--- src/rtl/uart_pkg.sv ---
// uart_pkg
//   Shared UART types and helpers, used by both the transmitter and the
//   receiver.
//   rx_state_e  : receiver frame FSM states
//   PAR_EVEN/ODD: encodings of the PAR_TYP input
//   calc_parity : parity bit that goes with a data word for a given parity type
package uart_pkg;

   typedef enum logic [2:0] {
      IDLE,
      START,
      DATA,
      PARITY,
      STOP
   } rx_state_e;

   localparam logic PAR_EVEN = 1'b0;
   localparam logic PAR_ODD  = 1'b1;

   // Callers zero-extend their data word to 32 bits.
   // Zero bits do not change the XOR, so any data width up to 32 works.
   function automatic logic calc_parity(input logic [31:0] data, input logic typ);
      return (^data) ^ (typ == PAR_ODD);
   endfunction

endpackage

--- src/rtl/uart_rx_sampler.sv ---
// uart_rx_sampler
//   Synchronizes the asynchronous serial line and times each bit period.
//   Within each bit it takes three samples around the bit centre and returns
//   their majority as the bit value.
//   clk, rst_n : clock, asynchronous active-low reset
//   rx_in      : raw serial line (idle high)
//   count_en   : 1 while a frame is in progress; edge_cnt is held at 0 otherwise
//   rx_s       : synchronized line
//   bit_val    : majority-voted bit value; valid when bit_done is 1
//   bit_done   : one-cycle pulse on the last clock of each bit period
module uart_rx_sampler #(
   parameter int PRESCALE    = 8,
   parameter int SYNC_STAGES = 2
) (
   input  logic clk,
   input  logic rst_n,
   input  logic rx_in,
   input  logic count_en,
   output logic rx_s,
   output logic bit_val,
   output logic bit_done
);

   localparam int CNT_W = $clog2(PRESCALE);
   localparam logic [CNT_W-1:0] LAST_CNT = CNT_W'(PRESCALE - 1);
   // With PRESCALE=4 the third sample point falls on the wrap cycle itself.
   // In that case the live line value is voted instead of a stored sample.
   localparam bit LIVE_THIRD = ((PRESCALE / 2 + 1) == (PRESCALE - 1));

   logic [SYNC_STAGES-1:0] sync_reg;
   logic [CNT_W-1:0]       edge_cnt_reg;
   logic [2:0]             smp_reg;
   logic [2:0]             smp_hit;
   logic                   third;

   // The synchronizer resets to 1 so that reset release never looks like a start bit.
   always_ff @(posedge clk or negedge rst_n) begin
      if (!rst_n) begin
         sync_reg <= '1;
      end else begin
         sync_reg <= {sync_reg[SYNC_STAGES-2:0], rx_in};
      end
   end

   assign rx_s = sync_reg[SYNC_STAGES-1];

   always_ff @(posedge clk or negedge rst_n) begin
      if (!rst_n) begin
         edge_cnt_reg <= '0;
      end else if (!count_en || edge_cnt_reg == LAST_CNT) begin
         edge_cnt_reg <= '0;
      end else begin
         edge_cnt_reg <= edge_cnt_reg + CNT_W'(1);
      end
   end

   // The sample points are PRESCALE/2-1, PRESCALE/2 and PRESCALE/2+1.
   genvar gi;
   generate
      for (gi = 0; gi < 3; gi++) begin : g_point
         localparam logic [CNT_W-1:0] POINT = CNT_W'(PRESCALE / 2 - 1 + gi);
         assign smp_hit[gi] = count_en && (edge_cnt_reg == POINT);
      end
   endgenerate

   always_ff @(posedge clk or negedge rst_n) begin
      if (!rst_n) begin
         smp_reg <= '1;
      end else begin
         for (int i = 0; i < 3; i++) begin
            if (smp_hit[i]) smp_reg[i] <= rx_s;
         end
      end
   end

   assign third    = LIVE_THIRD ? rx_s : smp_reg[2];
   assign bit_val  = (smp_reg[0] & smp_reg[1]) | (smp_reg[0] & third) | (smp_reg[1] & third);
   assign bit_done = count_en && (edge_cnt_reg == LAST_CNT);

endmodule

--- src/rtl/uart_rx_frame_decoder.sv ---
// uart_rx_frame_decoder
//   UART receiver. Rebuilds frames of the form start, DATA_WIDTH data bits
//   (LSB first), optional parity and stop into P_DATA.
//   clk, reset : clock, asynchronous active-low reset
//   RX_IN      : serial line, idle high, asynchronous to clk
//   PAR_EN     : 1 = frames carry a parity bit (latched at start detection)
//   PAR_TYP    : 0 = even, 1 = odd parity (latched at start detection)
//   P_DATA     : last cleanly received word; takes its new value in the DATA_VALID cycle
//   DATA_VALID : one-cycle pulse, frame received without error
//   PAR_ERR    : one-cycle pulse, parity mismatch
//   STP_ERR    : one-cycle pulse, stop bit sampled as 0
//   Busy       : 1 while a frame is being received
module uart_rx_frame_decoder
   import uart_pkg::*;
#(
   parameter int PRESCALE    = 8,
   parameter int DATA_WIDTH  = 8,
   parameter int SYNC_STAGES = 2
) (
   input  logic                  clk,
   input  logic                  reset,
   input  logic                  RX_IN,
   input  logic                  PAR_EN,
   input  logic                  PAR_TYP,
   output logic [DATA_WIDTH-1:0] P_DATA,
   output logic                  DATA_VALID,
   output logic                  PAR_ERR,
   output logic                  STP_ERR,
   output logic                  Busy
);

   localparam int BC_W = (DATA_WIDTH > 1) ? $clog2(DATA_WIDTH) : 1;
   localparam logic [BC_W-1:0] LAST_BIT = BC_W'(DATA_WIDTH - 1);

   rx_state_e              state_reg, state_next;
   logic [DATA_WIDTH-1:0]  shift_reg, shift_next;
   logic [DATA_WIDTH-1:0]  p_data_reg, p_data_next;
   logic [BC_W-1:0]        bit_cnt_reg, bit_cnt_next;
   logic                   par_en_reg, par_en_next;
   logic                   par_typ_reg, par_typ_next;
   logic                   par_err_reg, par_err_next;
   logic                   start_take;

   logic rx_s;
   logic bit_val;
   logic bit_done;

   uart_rx_sampler #(
      .PRESCALE    (PRESCALE),
      .SYNC_STAGES (SYNC_STAGES)
   ) u_sampler (
      .clk      (clk),
      .rst_n    (reset),
      .rx_in    (RX_IN),
      .count_en (Busy),
      .rx_s     (rx_s),
      .bit_val  (bit_val),
      .bit_done (bit_done)
   );

   always_ff @(posedge clk or negedge reset) begin
      if (!reset) begin
         state_reg   <= IDLE;
         shift_reg   <= '0;
         p_data_reg  <= '0;
         bit_cnt_reg <= '0;
         par_en_reg  <= 1'b0;
         par_typ_reg <= 1'b0;
         par_err_reg <= 1'b0;
      end else begin
         state_reg   <= state_next;
         shift_reg   <= shift_next;
         p_data_reg  <= p_data_next;
         bit_cnt_reg <= bit_cnt_next;
         par_en_reg  <= par_en_next;
         par_typ_reg <= par_typ_next;
         par_err_reg <= par_err_next;
      end
   end

   always_comb begin
      state_next   = state_reg;
      shift_next   = shift_reg;
      p_data_next  = p_data_reg;
      bit_cnt_next = bit_cnt_reg;
      par_en_next  = par_en_reg;
      par_typ_next = par_typ_reg;
      par_err_next = par_err_reg;
      start_take   = 1'b0;
      DATA_VALID   = 1'b0;
      PAR_ERR      = 1'b0;
      STP_ERR      = 1'b0;

      unique case (state_reg)
         IDLE: begin
            if (!rx_s) begin
               state_next = START;
               start_take = 1'b1;
            end
         end

         START: begin
            if (bit_done) begin
               // If the start bit votes high it was a glitch: drop it silently.
               state_next   = bit_val ? IDLE : DATA;
               bit_cnt_next = '0;
            end
         end

         DATA: begin
            if (bit_done) begin
               shift_next = {bit_val, shift_reg[DATA_WIDTH-1:1]};
               if (bit_cnt_reg == LAST_BIT) begin
                  bit_cnt_next = '0;
                  state_next   = par_en_reg ? PARITY : STOP;
               end else begin
                  bit_cnt_next = bit_cnt_reg + BC_W'(1);
               end
            end
         end

         PARITY: begin
            if (bit_done) begin
               if (bit_val != calc_parity(32'(shift_reg), par_typ_reg)) par_err_next = 1'b1;
               state_next = STOP;
            end
         end

         STOP: begin
            if (bit_done) begin
               STP_ERR    = !bit_val;
               PAR_ERR    = par_err_reg;
               DATA_VALID = bit_val && !par_err_reg;
               if (DATA_VALID) p_data_next = shift_reg;
               // rx_s at the wrap is already the first sample of the next bit.
               // If it is low, go straight into START so back-to-back frames
               // (and a held-low break line) repeat exactly once per frame length.
               if (!rx_s) begin
                  state_next = START;
                  start_take = 1'b1;
               end else begin
                  state_next = IDLE;
               end
            end
         end

         default: state_next = IDLE;
      endcase

      if (start_take) begin
         par_en_next  = PAR_EN;
         par_typ_next = PAR_TYP;
         par_err_next = 1'b0;
      end
   end

   // The new word is already visible in the DATA_VALID cycle.
   assign P_DATA = DATA_VALID ? shift_reg : p_data_reg;
   assign Busy   = (state_reg != IDLE);

endmodule
--- config.mk ---
export PLATFORM = sky130hd
export DESIGN_NAME = uart_rx_frame_decoder
export DESIGN_NICKNAME = d
export VERILOG_FILES = /design/src/rtl/uart_pkg.sv /design/src/rtl/uart_rx_sampler.sv /design/src/rtl/uart_rx_frame_decoder.sv
export SDC_FILE = /design/constraint.sdc
export NUM_CORES = 1
export LEC_CHECK = 0
export ABC_AREA = 1
export BUFFER_PORTS_ARGS = -buffer_cell sky130_fd_sc_hd__buf_4
export CAP_MARGIN = 10
export CORE_ASPECT_RATIO = 0.75
export CORE_MARGIN = 3
export CORE_UTILIZATION = 45
export CTS_CLUSTER_DIAMETER = 30
export DETAILED_ROUTE_END_ITERATION = 10
export GPL_TIMING_DRIVEN = 1
export HOLD_SLACK_MARGIN = 0.15
export PLACE_DENSITY = 0.69
export SLEW_MARGIN = 20
export SYNTH_ARGS = -nofsm -noshare
export SYNTH_HDL_FRONTEND = slang
export SYNTH_SLANG_ARGS = --single-unit
--- constraint.sdc ---
create_clock -name clk -period 2.8 [get_ports clk]
set_input_delay 0.14 -clock clk [delete_from_list [all_inputs] [get_ports clk]]
set_output_delay 0.14 -clock clk [all_outputs]
set_load 0.02 [all_outputs]
==> summary.txt, run 1 <==
Status
  – Status: complete, no violations

Timing
  – RSZ-0062 raised after global routing: false
  – Rel. slew slack: 52.5%
  – Setup Skew: 0.00659 ns
  – Final min period: 2.45 ns
  – Slew @ Worst Pin: 0.708 ns
  – Final period util: 87.5%
  – Slew Limit Fails: 0
  – Highest clock rate: 0.408 GHz
  – Final Hold Vio Count: 0
  – # setup viols final: 0
  – Setup total negative slack: 0 ns

Final layout
  – Fill count: 325
  – Final Net Count: 237
  – Layout cells sized above 1: 17.7%
  – Post-Layout Inst Area: 1950 um^2
  – Fin cells: 276
  – Area Growth Syn to Fin: 17.4%
  – Ant. Diodes: 0

Synthesis
  – Ys async rst share: 100%
  – Synthesized instance count: 201
  – Most frequent cell after synthesis: nand2_1
  – Synthesized area per cell: 8.27 um^2
  – Synth top area share: 42.2%
  – Sequential share of the synthesized area: 50.1%
  – Yosys cell types: 25
  – Synth cell count leaders: nand2_1 (53), dfrtp_1 (28), inv_1 (26)
  – Post-Syn Area: 1660 um^2
  – FF+latch count, synth: 33
  – Synth Net Count: 213
  – Dominant synthesized flop cell: dfrtp_1
  – Biggest area consumer among synthesized cells: dfrtp_1
  – Top cells by area, synth: dfrtp_1 (42%), nand2_1 (12%), dfstp_2 (7.9%)
  – Syn. warnings: 0
  – Post-synth EDFFs: 0

Worst setup path
  – Top Family by Delay on Critical Path: simple AND/OR/NAND/NOR gates
  – Startpoint Class: register
  – Worst path cell trace: ha_1, ha_1, nand2_2, nor3_4, nor2_1, a21oi_1, buf_4
  – CP max stage delay: 0.51 ns
  – CP most frequent cell: ha_1
  – CP endpoint kind: output port
  – Crit-path slowest cell: nor3_4
  – Worst Path Arrival: 2.31 ns
  – WS Path Type: register to output port
  – Critical path peak fanout: 17
  – Crit path buf inv count: 1
  – Critical Path RT: 2.66 ns

Placement
  – Area post-placement: 1820 um^2
  – Port Buf Inserts: 16
  – Final RePlAce weighted congestion: 0.808
  – Inst Count DP: 264
  – DP HPWL: 2240 um

Drt
  – Routed length per placed instance: 11.0 um
  – Starting DRT DRC Count: 108
  – Drt drc: 0
  – Final antenna-violating net count: 0
  – Drt pass-1 iters: 4
  – Via count: 1264
  – Final WL: 3040 um
  – Via/cell ratio: 4.58

CTS
  – Worst-skew pair later-pin latency: 0.29 ns
  – TritonCTS clock tree: yes
  – Post-CTS setup buffers: 0
  – CTS Sinks: 33
  – CTS Root Buffer Type: clkbuf_8
  – CTS Buf Count: 5
  – Clock Path Buffers: 2
  – CTS resizes: 0
  – Clock slew at the register clock pins of the worst setup and hold paths: 0.07 ns
  – # H-tree levels: 2

Global route
  – Antenna violations before repair: 0
  – GRT Util Overall: 14.8%
  – Number of global-route vias before repair: 1058
  – Grt total ovfl: 0
  – Largest net degree at the start of global routing: 34
  – First-pass GRT wire length: 5040 um

Floorplan
  – Io pins: 17
  – Rows: 18
  – Full die area: 4470 um^2
  – Initial Utilization: 48.5%
  – Height of the die: 58.6 um
  – Die W: 76.2 um
  – Core area: 3420 um^2

Power and ir drop
  – Power Dens Cells: 825 nW/um^2
  – Worst vdd ir: 0.441 mV
  – Sw Ratio: 39.1%
  – Seq pwr share: 41.8%
  – Sw Pwr: 629 uW
  – Pleak: 0.977 nW
  – Combinational share of power: 36.5%
  – Clock network fraction of total power: 21.7%
  – Cell-internal power: 980 uW

Flow run
  – Maxcap violations: 0

Worst hold path
  – Worst hold path type: input pin to asynchronous set/reset pin
==> power groups by stage <==
| stage | registers (mW) | logic, mW | clock network, mW |
|---|---|---|---|
| 3_3_place_gp | 0.676 | 0.582 | 0 |
| 5_1_grt | 0.685 | 0.666 | 0.383 |
| 2_1_floorplan | 0.661 | 0.449 | 0 |
| 3_5_place_dp | 0.678 | 0.589 | 0 |
| 6_report | 0.673 | 0.588 | 0.349 |
| 4_1_cts | 0.672 | 0.593 | 0.362 |
==> cell type report <==
type                            count  area [um^2]  area share (%)
Clock buffer                        5         68.8            3.53
Inverter                           28          105            5.39
Multi-Input combinational cell    137          704            36.1
Timing Repair Buffer               20          160            8.21
Clock inverter                      3         17.5           0.898
Tap cell                           50         62.6            3.21
Sequential cell                    33          832            42.7
==> per-layer routing <==
layer  vias up  part of all wire (%)  track usage [%]
li1        682                     -                -
met1       556                    57             22.1
met2        19                    37             19.6
met3         7                   3.4             4.13
met4         0                   1.8             6.98
met5         -                     0                0
==> cell families after synthesis <==
kind of cell / share of synthesized area (%)
and+or+nand+nor: 25.5
DFF: 50.1
AOI/OAI and AO/OA: 9.94
buffers and inverters: 7.53
adders and majority gates: 5.27
xor gates and xnor gates: 1.05
muxes: 0.678
==> placed cells by master, fill, tap and decap left out, types with 2 or more instances in the layout <==
cell type      count
ha_1               7
a21oi_1           10
nand3_1           14
clkbuf_8           5
nand2_1           53
o21ai_0           19
nor2_2             2
nand2_2            2
nor2_1            20
inv_1             26
dfrtp_1           28
inv_2              2
dlygate4sd3_1      4
buf_4             16
clkinv_2           2
dfstp_2            5
==> worst register-to-register path: cells and delay by family (launching register included) <==
| family | cells | cell delay, ns |
|---|---|---|
| flops | 1 | 0.40 |
| simple gates | 2 | 0.68 |
| mux | 1 | 0.41 |
| fa+ha+maj | 2 | 0.52 |
==> per-stage QoR <==
| stage | hold WS, ns | setup WS, ns | total power, mW | util (%) |
|---|---|---|---|---|
| after CTS | 0.330 | 0.327 | 1.63 | 57.0 |
| final | 0.333 | 0.351 | 1.61 | 57.0 |
| after global routing | 0.368 | 0.109 | 1.73 | 57.0 |
| after floorplan | -0.156 | 0.974 | 1.11 | - |
| after global placement | 0.108 | 0.689 | 1.26 | 53.3 |
| after detailed placement | 0.104 | 0.647 | 1.27 | 53.3 |
==> timing repair <==
item,in CTS,in global routing
hold buffers,4,0
setup endpoints to repair,0,0
hold endpoints to repair,36,0
==> worst paths after layout <==
path	start	endpoint	slack [ns]	depth (start not counted)
worst min-delay path	reset	par_err_reg	0.33	2
min in group clk	u_sampler.sync_reg[0]	u_sampler.sync_reg[1]	0.37	0
worst max register to register	u_sampler.edge_cnt_reg[0]	par_en_reg	0.68	5
worst max-delay path	u_sampler.edge_cnt_reg[0]	P_DATA[7]	0.35	7
worst min register to register	u_sampler.sync_reg[0]	u_sampler.sync_reg[1]	0.37	0
max in group asynchronous	reset	u_sampler.smp_reg[0]	2.13	2
(Power assumes the default switching activity.)
==> inputs of run 2 (changes only) <==
--- a/config.mk
+++ b/config.mk
@@ -15,8 +15,9 @@
 export DETAILED_ROUTE_END_ITERATION = 10
 export GPL_TIMING_DRIVEN = 1
 export HOLD_SLACK_MARGIN = 0.15
-export PLACE_DENSITY = 0.69
+export PLACE_DENSITY = 0.68
 export SLEW_MARGIN = 20
 export SYNTH_ARGS = -nofsm -noshare
 export SYNTH_HDL_FRONTEND = slang
+export SYNTH_HIERARCHICAL = 1
 export SYNTH_SLANG_ARGS = --single-unit
==> run 2 against run 1 <==
Die area grew 8.6%. Wire length grew 11%. Global-route usage grew 1.0 points. Register-to-register slack gained 0.07 ns. Hold slack gained 0.0041 ns. Largest cell class unchanged. Highest routed layer unchanged.
==> summary.txt, run 2 <==
CTS
  – CTS Buf Count: 5
  – TritonCTS clock tree: yes
  – CTS Root Buffer Type: clkbuf_8
  – Worst-skew pair later-pin latency: 0.28 ns
  – CTS resizes: 0
  – Hold buffers post-CTS: 4
  – Clock slew at the register clock pins of the worst setup and hold paths: 0.06 ns
  – # H-tree levels: 2
  – CTS Sinks: 33
  – Clock Path Buffers: 2
  – Post-CTS setup buffers: 0

Global route
  – Number of global-route vias before repair: 1279
  – First-pass GRT wire length: 5860 um
  – Largest net degree at the start of global routing: 34
  – Grt total ovfl: 0
  – Antenna violations before repair: 0
  – GRT Util Overall: 15.8%

Worst setup path
  – Critical path peak fanout: 16
  – Slack of the worst reg-to-reg path: 0.75 ns
  – Worst reg2reg endpoint: p_data_reg[3]
  – Worst Path Arrival: 2.37 ns
  – WS Path Type: register to output port
  – CP endpoint kind: output port
  – Worst r2r src: state_reg[0]
  – CP Capture Point: P_DATA[3]
  – Setup crit start: state_reg[0]
  – Startpoint Class: register
  – Reg2Reg Depth: 11
  – Critical Path RT: 2.66 ns

Drt
  – Via/cell ratio: 4.67
  – Routed length per placed instance: 11.3 um
  – Final WL: 3380 um
  – Drt pass-1 iters: 4
  – Final antenna-violating net count: 0
  – Via count: 1397
  – Starting DRT DRC Count: 78
  – Drt drc: 0

Synthesis
  – Yosys cell types: 28
  – Synth cell count leaders: nand2_1 (68), dfrtp_1 (28), inv_1 (26)
  – Synthesized instance count: 222
  – Top cells by area, synth: dfrtp_1 (39%), nand2_1 (14%), dfstp_2 (7.2%)
  – Syn. warnings: 6
  – Synthesized area per cell: 8.19 um^2
  – Post-Syn Area: 1820 um^2
  – Biggest area consumer among synthesized cells: dfrtp_1
  – FF+latch count, synth: 33
  – Most frequent cell after synthesis: nand2_1
  – Sequential share of the synthesized area: 45.7%
  – Post-synth EDFFs: 0
  – Dominant synthesized flop cell: dfrtp_1
  – Synth Net Count: 234
  – Ys async rst share: 100%
  – Synth top area share: 38.5%

Final layout
  – Most common cell after layout, fill and taps aside: nand2_1
  – Most frequent cells in the layout: nand2_1 (68), dfrtp_1 (28), inv_1 (26)
  – Ant. Diodes: 0
  – Core Util, Final: 56.4%
  – Post-Layout Inst Area: 2130 um^2
  – Layout cells sized above 1: 23.5%
  – Area Growth Syn to Fin: 17.1%
  – Final Net Count: 258
  – Fin cells: 299

Timing
  – Slew @ Worst Pin: 0.416 ns
  – Final period util: 89.6%
  – RSZ-0062 raised after global routing: false
  – Setup Skew: 0.00526 ns
  – Setup total negative slack: 0 ns
  – Rel. slew slack: 72.3%
  – Slew Limit Fails: 0
  – Highest clock rate: 0.399 GHz
  – # setup viols final: 0
  – Final Hold Vio Count: 0
  – Final min period: 2.51 ns

Placement
  – Final RePlAce weighted congestion: 0.892
  – Port Buf Inserts: 16
  – DP HPWL: 2450 um
  – Area post-placement: 1970 um^2
  – Inst Count DP: 287

Floorplan
  – Height of the die: 61.1 um
  – Full die area: 4850 um^2
  – Initial Utilization: 48.1%
  – Rows: 19
  – Io pins: 17
  – Core area: 3780 um^2
  – Die W: 79.4 um

Worst hold path
  – Worst hold path type: input pin to asynchronous set/reset pin

Power and ir drop
  – Power Dens Cells: 784 nW/um^2
  – Overall Power: 1.67 mW
  – Pleak: 1.08 nW
  – Worst vdd ir: 0.447 mV

Flow run
  – Maxcap violations: 0

Status
  – Status: complete, no violations
## run 2: layout make-up
| class | count | area [um^2] |
|---|---|---|
| clock buffers | 7 | 86.3 |
| clock inverters | 1 | 30.0 |
| fillers | 350 | 1650 |
| inverters | 35 | 133 |
| multi-input cells | 151 | 825 |
| flip-flops and latches | 33 | 832 |
| well taps | 52 | 65.1 |
| repair buffers | 20 | 160 |
## run 2: power breakdown
part | switching [mW] | internal, mW | total (mW)
Combinational | 0.339 | 0.203 | 0.542
Clock | 0.168 | 0.290 | 0.458
Sequential | 0.0840 | 0.585 | 0.669
## run 2: worst min-delay path by stage
stage	to	slack, ns	cells after the start	start
floorplan	bit_cnt_reg[0]	-0.16	0	reset
global placement	bit_cnt_reg[2]	0.11	1	reset
detailed placement	state_reg[1]	0.11	1	reset
CTS	shift_reg[3]	0.36	2	reset
global route	u_sampler/sync_reg[1]	0.37	0	u_sampler/sync_reg[0]
finish	state_reg[1]	0.34	2	reset
## run 2: cells by family (layout without fill, tap and decap cells)
logic type / Yosys count / in the layout / synth area share [%]
adders and majority gates: 7 / 7 / 4.81
AOI/OAI and AO/OA: 30 / 30 / 10.5
xor gates and xnor gates: 3 / 3 / 1.44
and+or+nand+nor: 108 / 108 / 26.5
buffers and inverters: 38 / 63 / 8.94
DFF: 33 / 33 / 45.7
muxes: 3 / 3 / 2.06
## run 2: critical path, stage by stage, from the launching register on
cell	delay (ns)
dfrtp_1	0.41
inv_2	0.08
nand2_2	0.10
nor2_1	0.06
inv_1	0.22
nand2_1	0.09
inv_1	0.13
inv_2	0.11
nor4_4	0.32
inv_2	0.22
nand2_1	0.13
o21ai_2	0.07
buf_4	0.16
## run 2: per-layer routing
metal / vias to the layer above / wire [um] / global-route usage [%]
li1: 741 / - / -
met1: 612 / 1870 / 23.7
met2: 40 / 1290 / 22.1
met3: 4 / 188 / 4.53
met4: 0 / 34 / 4.66
met5: - / 0 / 0
## run 2: through the flow
stage                     hold WS (ns)  worst slack [ns]
after floorplan                 -0.156             0.548
after global placement           0.113             0.725
after detailed placement         0.113             0.598
after CTS                        0.357             0.274
after global routing             0.366            0.0420
final                            0.337             0.291
==> inputs of run 3 (changes only) <==
--- a/config.mk
+++ b/config.mk
@@ -16,6 +16,7 @@
 export GPL_TIMING_DRIVEN = 1
 export HOLD_SLACK_MARGIN = 0.15
 export PLACE_DENSITY = 0.68
+export RECOVER_POWER = 25
 export SLEW_MARGIN = 20
 export SYNTH_ARGS = -nofsm -noshare
 export SYNTH_HDL_FRONTEND = slang
==> run 3 against run 2 <==
The flow now finishes with violations (capacitance limit, slew limit). Sequential cell count is the same. Sequential share of layout area grew 0.069 points. Maximum frequency shrank 0.16%. Clock power is essentially flat. Core utilization shrank 0.099 points. Worst setup slack lost 0.0041 ns. Register-to-register slack is essentially flat. Non-clock buffer count is the same. Clock skew is essentially flat.
==> summary.txt, run 3 (synthesized netlist as in run 2, its figures left out) <==
Final layout
  – Most common cell after layout, fill and taps aside: nand2_1
  – Fin cells: 299
  – Core Util, Final: 56.3%
  – Layout cells sized above 1: 23.1%
  – Ant. Diodes: 0
  – Area Growth Syn to Fin: 16.9%
  – Final Net Count: 258
  – Fill count: 350
  – Most frequent cells in the layout: nand2_1 (68), dfrtp_1 (28), inv_1 (26)
  – Post-Layout Inst Area: 2130 um^2

Global route
  – Largest net degree at the start of global routing: 34
  – Number of global-route vias before repair: 1279
  – First-pass GRT wire length: 5860 um
  – Antenna violations before repair: 0
  – Grt total ovfl: 0
  – GRT Util Overall: 15.8%

Placement
  – Area post-placement: 1970 um^2
  – DP HPWL: 2450 um
  – Pre-CTS WS: 0.598 ns
  – Inst Count DP: 287
  – Final RePlAce weighted congestion: 0.892
  – Port Buf Inserts: 16

Power and ir drop
  – Power Dens Cells: 785 nW/um^2
  – Overall Power: 1.67 mW
  – Worst vdd ir: 0.446 mV
  – Pleak: 1.08 nW

Worst hold path
  – Worst hold path type: register to register
  – Hold Startpoint: u_sampler/sync_reg[0]
  – Hold Path Depth: 0

Floorplan
  – Initial Utilization: 48.1%
  – Core area: 3780 um^2
  – Die W: 79.4 um
  – Io pins: 17
  – Rows: 19
  – Full die area: 4850 um^2
  – Height of the die: 61.1 um

Timing
  – Highest clock rate: 0.398 GHz
  – Rel. slew slack: -16.0%
  – # setup viols final: 0
  – Setup WS post-layout: 0.287 ns
  – RSZ-0062 raised after global routing: false
  – Slew @ Worst Pin: 1.74 ns
  – Slew Limit Fails: 34
  – Worst hold slack: 0.356 ns
  – Final min period: 2.51 ns
  – Final period util: 89.8%
  – Setup total negative slack: 0 ns
  – Final Hold Vio Count: 0
  – Setup Skew: 0.00527 ns

Flow run
  – Maxcap violations: 1

Drt
  – Via count: 1404
  – Starting DRT DRC Count: 85
  – Final WL: 3370 um
  – Drt pass-1 iters: 4
  – Final antenna-violating net count: 0
  – Via/cell ratio: 4.70
  – Drt drc: 0
  – Routed length per placed instance: 11.3 um

Status
  – Failing checks: capacitance limit, slew limit
  – Status: finished with violations

CTS
  – CTS resizes: 0
  – CTS Root Buffer Type: clkbuf_8
  – TritonCTS clock tree: yes
  – # H-tree levels: 2
  – CTS Buf Count: 5
  – CTS Sinks: 33
  – Clock Path Buffers: 2
  – Worst-skew pair later-pin latency: 0.28 ns
  – Clock slew at the register clock pins of the worst setup and hold paths: 0.06 ns

Worst setup path
  – Slack of the worst reg-to-reg path: 0.75 ns
  – Reg2Reg Depth: 11
  – WS Path Type: register to output port
  – Worst Path Arrival: 2.37 ns
  – Startpoint Class: register
  – Setup crit start: state_reg[0]
  – Worst r2r src: state_reg[0]
  – Critical path peak fanout: 16
  – CP endpoint kind: output port
  – Critical Path RT: 2.66 ns
run 3: changes by cell type in the layout (fill, tap and decap cells not counted), sizes merged:
| cell | delta |
|---|---|
| buf | -2 |
| clkbuf | +2 |
run 3: what timing repair did:
action / in CTS / in global routing
setup endpoints to repair: 0 / 0
hold buffers: 4 / 0
hold endpoints to repair: 36 / 0
setup buffers: 0 / 0
run 3: final timing paths:
path,end
setup / recovery,P_DATA[3]
hold / removal,u_sampler/sync_reg[1]
setup reg to reg,p_data_reg[3]
hold reg to reg,u_sampler/sync_reg[1]
max in group asynchronous,state_reg[0]
min in group asynchronous,shift_reg[1]
run 3: cell type report:
type | instances | area, um^2 | share of cell area [%]
clock buffers | 7 | 86.3 | 4.06
clock inverters | 1 | 30.0 | 1.41
inverters | 35 | 133 | 6.24
multi-input cells | 151 | 825 | 38.8
flip-flops and latches | 33 | 832 | 39.1
well taps | 52 | 65.1 | 3.06
repair buffers | 20 | 156 | 7.35
run 3: per-layer routing:
| metal | GRT usage, % | share of wire [%] | vias to the layer above | routed length, um |
|---|---|---|---|---|
| li1 | - | - | 742 | - |
| met1 | 23.7 | 55 | 618 | 1850 |
| met2 | 22.1 | 38 | 40 | 1290 |
| met3 | 4.53 | 5.6 | 4 | 188 |
| met4 | 4.66 | 1.0 | 0 | 34 |
| met5 | 0 | 0 | - | 0 |
run 3: worst max-delay path, cell delays in order, from the launching register on:
cell	delay, ns
dfrtp_1	0.41
inv_2	0.08
nand2_2	0.10
nor2_1	0.06
inv_1	0.22
nand2_1	0.09
inv_1	0.13
inv_2	0.11
nor4_4	0.32
inv_2	0.22
nand2_1	0.13
o21ai_2	0.07
buf_4	0.16
run 3: report_power, final:
group,switching [mW],internal (mW)
Combinational,0.340,0.203
Clock,0.168,0.290
Sequential,0.0838,0.585
Total,0.591,1.08
